==> src/rtl/sub8bit_serial.sv <==
// Bit-serial 8-bit subtractor (LSB first, one bit per clock); result registered on completion.
// Optional macro SUB8_OVERFLOW_EN adds the two's-complement overflow output Ovf.
module sub8bit_serial (
  input  logic       clk,
  input  logic       rst,
  input  logic       Start,
  input  logic [7:0] In1,
  input  logic [7:0] In2,
  input  logic       Bin,
  output logic [7:0] Diff,
  output logic       Bout,
  output logic       Busy,
  output logic       Done
`ifdef SUB8_OVERFLOW_EN
  ,
  output logic       Ovf
`endif
);

  typedef enum logic [1:0] {IDLE, RUN, DONE} state_t;

  state_t     state_q, state_d;
  logic [2:0] cnt_q, cnt_d;
  logic [7:0] a_q, a_d;
  logic [7:0] b_q, b_d;
  logic [7:0] sh_q, sh_d;
  logic [7:0] diff_q, diff_d;
  logic       br_q, br_d;
  logic       bout_q, bout_d;
`ifdef SUB8_OVERFLOW_EN
  logic       ovf_q, ovf_d;
`endif

  logic bit_a, bit_b, bit_d, bit_br;

  always_comb begin
    state_d = state_q;
    cnt_d   = cnt_q;
    a_d     = a_q;
    b_d     = b_q;
    sh_d    = sh_q;
    diff_d  = diff_q;
    br_d    = br_q;
    bout_d  = bout_q;
`ifdef SUB8_OVERFLOW_EN
    ovf_d   = ovf_q;
`endif
    // Operands shift right so the bit under work is always at index 0.
    bit_a  = a_q[0];
    bit_b  = b_q[0];
    bit_d  = bit_a ^ bit_b ^ br_q;
    bit_br = (~bit_a & bit_b) | (~(bit_a ^ bit_b) & br_q);

    case (state_q)
      IDLE, DONE: begin
        state_d = IDLE;
        if (Start) begin
          a_d     = In1;
          b_d     = In2;
          br_d    = Bin;
          cnt_d   = 3'd0;
          state_d = RUN;
        end
      end
      RUN: begin
        a_d   = {1'b0, a_q[7:1]};
        b_d   = {1'b0, b_q[7:1]};
        br_d  = bit_br;
        sh_d  = {bit_d, sh_q[7:1]};
        cnt_d = cnt_q + 3'd1;
        if (cnt_q == 3'd7) begin
          state_d = DONE;
          diff_d  = {bit_d, sh_q[7:1]};
          bout_d  = bit_br;
`ifdef SUB8_OVERFLOW_EN
          ovf_d   = (bit_a ^ bit_b) & (bit_a ^ bit_d);
`endif
        end
      end
      default: state_d = IDLE;
    endcase
  end

  always_ff @(posedge clk) begin
    if (rst) begin
      state_q <= IDLE;
      cnt_q   <= 3'd0;
      a_q     <= 8'd0;
      b_q     <= 8'd0;
      sh_q    <= 8'd0;
      diff_q  <= 8'd0;
      br_q    <= 1'b0;
      bout_q  <= 1'b0;
`ifdef SUB8_OVERFLOW_EN
      ovf_q   <= 1'b0;
`endif
    end else begin
      state_q <= state_d;
      cnt_q   <= cnt_d;
      a_q     <= a_d;
      b_q     <= b_d;
      sh_q    <= sh_d;
      diff_q  <= diff_d;
      br_q    <= br_d;
      bout_q  <= bout_d;
`ifdef SUB8_OVERFLOW_EN
      ovf_q   <= ovf_d;
`endif
    end
  end

  assign Diff = diff_q;
  assign Bout = bout_q;
  assign Busy = (state_q == RUN);
  assign Done = (state_q == DONE);
`ifdef SUB8_OVERFLOW_EN
  assign Ovf  = ovf_q;
`endif

endmodule

==> config.mk <==
export PLATFORM = sky130hd
export DESIGN_NAME = sub8bit_serial
export DESIGN_NICKNAME = d
export VERILOG_FILES = /design/src/rtl/sub8bit_serial.sv
export SDC_FILE = /design/constraint.sdc
export NUM_CORES = 1
export LEC_CHECK = 0
export CAP_MARGIN = 20
export CORE_UTILIZATION = 45
export CTS_CLUSTER_DIAMETER = 40
export DETAILED_ROUTE_END_ITERATION = 10
export GPL_TIMING_DRIVEN = 0
export MAX_ROUTING_LAYER = met4
export PLACE_DENSITY = 0.76
export SYNTH_ARGS = -nofsm -noshare
export SYNTH_HDL_FRONTEND = slang
export SYNTH_SLANG_ARGS = --single-unit
==> constraint.sdc <==
create_clock -name clk -period 1.41 [get_ports clk]
set_input_delay 0.282 -clock clk [delete_from_list [all_inputs] [get_ports clk]]
set_output_delay 0.282 -clock clk [all_outputs]
set_load 0.03 [all_outputs]
==> Word-level counts from Yosys, hierarchy flattened <==
Index checks and enable logic that the tools add are counted.
{ "totals": {"out_inout_bits": 11, "reg_bits": 39, "wordCells": 37} }
{ "classes": {"add_sub_neg": 1, "mux": 11, "reduce_logical": 5, "eq_ne": 5, "bitwise": 7} }
{ "ops": {"columns": ["operator", "n"], "rows": [
  ["8-bit one-hot mux with 2 select lines", 2],
  ["8-bit 2-to-1 mux", 2],
  ["3-bit one-hot mux with 2 select lines", 1],
  ["2-bit one-hot mux with 2 select lines", 1],
  ["2-bit AND reduction", 2],
  ["3-bit by 1-bit adder with 3-bit output (second input constant)", 1],
  ["3-bit equality test (second input constant)", 1],
  ["3-bit 2-to-1 mux", 1],
  ["1-bit AND", 2],
  ["2-bit by 1-bit equality test with 1-bit output (second input constant)", 1],
  ["2-bit equality test (second input constant)", 1],
  ["2-bit logical NOT", 1],
  ["1-bit 2-to-1 mux", 2],
  ["2-bit 2-to-1 mux", 1],
  ["2-bit by 1-bit inequality test with 1-bit output (second input constant)", 1],
  ["2-bit inequality test (second input constant)", 1],
  ["1-bit inverter", 2],
  ["1-bit one-hot mux with 2 select lines", 1],
  ["2-bit nonzero test", 1],
  ["2-bit OR reduction", 1],
  ["1-bit bitwise XOR", 2],
  ["1-bit bitwise OR", 1]
]} }

==> Depth between registers and ports, before layout <==
{ "depth": {"word_depth": 5, "depth_mapped": 6, "depth_no_buf": 5} }

==> Worst setup path after synthesis <==
Ideal clock, no wire load.
{ "synth_timing": {"path_kind": "register to register", "startpoint": "register cnt_q[0]", "endpoint": "register state_q[0]", "synth_period_minus_slack_ns": 1.251, "path_stages_with_launch": 6, "setup_time_ns": 0.128, "n_path_buf": 1, "setup_slack_ns": 0.159, "t_arrival_ns": 1.124, "t_required_ns": 1.282, "path_cell_list": "dfxtp_1 ha_1 ha_1 buf_1 o21a_1 nor2_1"} }
{ "synth_via": {"elab_chain_cells": 2} }
{ "synth_lines": {"columns": ["element", "line_no", "rtl"], "rows": [
  ["from (decl)", "23", "logic [2:0] cnt_q, cnt_d;"],
  ["from (signal assigned)", "99", "cnt_q <= cnt_d;"],
  ["3-bit equality test", "71", "if (cnt_q == 3'd7) begin"],
  ["2-bit by 1-bit inequality test with 1-bit output (no source line)", null, null],
  ["to (signal assigned)", "98", "state_q <= state_d;"],
  ["to (decl)", "22", "state_t state_q, state_d;"]
]} }
Every way passes these cells.
A chain may end at the register's enable or synchronous reset.

==> Worst setup path after layout <==
{ "layout_timing": {"startpoint": "register state_q[1]", "endpoint": "output port Busy"} }
{ "layout_via": {"elab_chain_cells": 1} }
{ "layout_lines": {"columns": ["element", "line_no", "rtl"], "rows": [
  ["2-bit by 1-bit equality test with 1-bit output", "114", "assign Busy = (state_q == RUN);"],
  ["to (decl)", "12", "output logic Busy,"]
]} }
Every way passes these cells.

==> metrics.txt <==
outcome=finished, violations left; failing checks=negative setup slack; Leakage Power=0.753 nW; DRT iter0 DRCs=75; RePlAce Congestion=~0.74; Worst R2R Setup Slack=0.08 ns; Crit Reg-Reg Endpoint=b_q[5]; Num CTS Buffers=5; Routed wire per std cell=12.1 microns; fin crit period=1.46 ns; largest family of logic cells by synthesized area=simple AND/OR/NAND/NOR gates; Slew Viols, Final=0; Die Wd=60.8 microns; Mapped Avg Cell Area=approximately 8.2 sq um; fin crit share=103%; register bit total from synthesis=38; Slew HR=67.8%; XOR/XNOR share of the synthesized area=0%; Reg clk slew, reported paths=about 0.11 ns; setup violators final=1; Vias=1402; worst path arrival time=1.18 ns; post-DR vias/cell=5.17; I/O pin total=31; Final Hold Viols=0; GR Overflow Total=0; final core utilization=62.4%; WHS Path Cells=2; Mapped Cells=189; Post-synth top cells=nand2_1, dfxtp_1, a21oi_1, nor2_1; Hold EP=b_q[4]; mux contribution to synthesized area=0%; post-route ant nets=0; WL final=3290 microns; core footprint=0.00318 sq mm; synth top area cells=dfxtp_1, nand2_1, a311oi_1; setup TNS=-0.0493 ns; Synth cell types=22; clock root buffer=clkbuf_4; CP required=roughly 1.1 ns; CTS tree=yes; first-pass GRT wire length=5350 microns; Hold Slack=between 0.2 and 0.25 ns; ys async rst share=0%; GRT Util Overall=just over 20%; CP max stage delay=between 0.3 and 0.4 ns; CTS max path bufs=2; die area=around 0.0037 sq mm; Startpoint Class=flip-flop; Clk Latency, worst-skew pair=0.34 ns; hpwl dp=2240 microns; worst path bufs/invs=3; Mapped Nets=212; htree depth=2; worst ir drop on vdd=0.000762 V; Max Cap Viol=0; clock sinks=38; post-synthesis sequential area ratio=between 40% and 50%; FF/Latch Area=763 sq um; row count=20; initial antenna violation count=0; worst path cell trace=nand2b_4, buf_6, clkinv_8, buf_8; HP Class=input pin to flip-flop; hold_buf cts=0; Critical Path Slowest Stage Cell=dfxtp_2; area of the multi-input gates=692 sq um; Main synth FF type=dfxtp_1; top-count cell post-synth=nand2_1; mapped cell area=0.00156 sq mm; RSZ-0062 raised after global routing=yes; post-synth top area share=48.9%; IO Port Bufs=29; fraction of layout cells with a size suffix above 1=~14%; critical path class=flip-flop to output port; hold path startpoint=rst; Post-Synth Adder-Cell Area=just under 3%; post-synthesis cell type with the largest combined area=dfxtp_1; P&R area growth vs syn=27.3%; Synth Area in Compound Gates=between 10% and 20%; yosys warns=0; Post-synth EDFFs=0; maximum clock rate=slightly below 700 MHz; Simple-Gate Fraction of Synth Area=23.9%; worst setup margin=-0.0493 ns; CP top delay family=flip-flops; vias in the first global route=1203; total power=2.00 mW; worst r2r path cells=6; Worst Tran Pin Value=~0.48 ns; drc violations=0; Die Y=60.8 microns; first-pass detailed-route iteration total=4; CP Capture Type=output port; largest net degree at the start of global routing=13; power per standard cell area=roughly 1000 mW/mm^2; Crit Reg-Reg Startpoint=state_q[1]; antenna fix cells=0; Final Skew=0.00944 ns; final net count=250; worst-path fanout max=12; Initial Utilization=49.0%; Layout fillers=315
[flip-flops by register name, indices dropped and copies added, names as in the netlist]
signal / flops
Diff: 8
a_q: 8
b_q: 8
sh_q: 7
cnt_q: 3
state_q: 2
Bout: 1
br_q: 1
[layer usage]
layer  part of all wire, %  GRT usage (%)  vias to the layer above
li1                      -              -                      721
met3                   4.6           6.40                        4
met5                     0              -                        -
met2                    45           30.5                       31
met1                    49           25.9                      646
met4                   1.1           6.82                        0
[area by class of cell]
cell class	instances	share of cell area [%]
Buffer	15	5.05
Clock buffer	5	1.89
Clock inverter	2	0.505
Inverter	3	1.20
Multi-Input combinational cell	132	34.9
Sequential cell	38	38.5
Tap cell	44	2.78
Timing Repair Buffer	32	15.2
[kinds of logic (layout without fill, tap and decap cells)]
family,count (synthesis),count (layout)
AOI/OAI and AO/OA,39,39
adders and majority gates,3,3
buffers and inverters,19,57
DFF,38,38
and+or+nand+nor,90,90
[stage by stage]
| step | area (sq um) | std cells | setup slack (ns) |
|---|---|---|---|
| finish | 1980 | 271 | -0.0493 |
| floorplan | 1560 | 189 | 0.159 |
| global placement | 1900 | 262 | -0.429 |
| detailed placement | 1900 | 262 | -0.442 |
| CTS | 1940 | 268 | -0.0680 |
| global route | 1980 | 271 | -0.124 |
[worst max path at each step]
| stage | end | from | depth (start not counted) |
|---|---|---|---|
| final | Busy | state_q[1] | 4 |
| after global routing | Busy | state_q[1] | 4 |
| after CTS | Busy | state_q[1] | 4 |
| after detailed placement | Busy | state_q[0] | 5 |
| after global placement | Busy | state_q[0] | 5 |
| after floorplan | state_q[0] | cnt_q[0] | 5 |
[worst reg2reg max path, stage by stage, from the launching register on]
cell	delay [ns]
dfxtp_2	0.36
nand2b_4	0.12
buf_6	0.13
buf_4	0.13
clkbuf_4	0.19
nor2_1	0.06
a311oi_1	0.26
[layout by cell type (no fill, tap or decap), drive strengths merged]
cell           count
a311oi            15
clkdlybuf4s15      5
clkinv             3
inv                2
a2bb2oi            1
fa                 1
dlygate4sd2        2
ha                 2
nand3             14
a21oi             22
buf               17
clkbuf            10
nor2b              2
nand3b             1
clkdlybuf4s50     18
dfxtp             38
nand2b             3
nand2             54
nor2              16
o21a               1
[what timing repair did]
| item | in CTS | in global routing |
|---|---|---|
| buffers inserted | 0 | 3 |
| gates resized for setup | 26 | 16 |
| setup endpoints to repair | 21 | 16 |
| cloned | 0 | 0 |
| pin swaps | 0 | 1 |
[report_power, final]
| part | switching [mW] | internal (mW) | total [mW] |
|---|---|---|---|
| Sequential | 0.0336 | 1.13 | 1.16 |
| Combinational | 0.165 | 0.152 | 0.317 |
| Clock | 0.345 | 0.179 | 0.524 |
No activity file was read; power rests on OpenSTA's default activity.
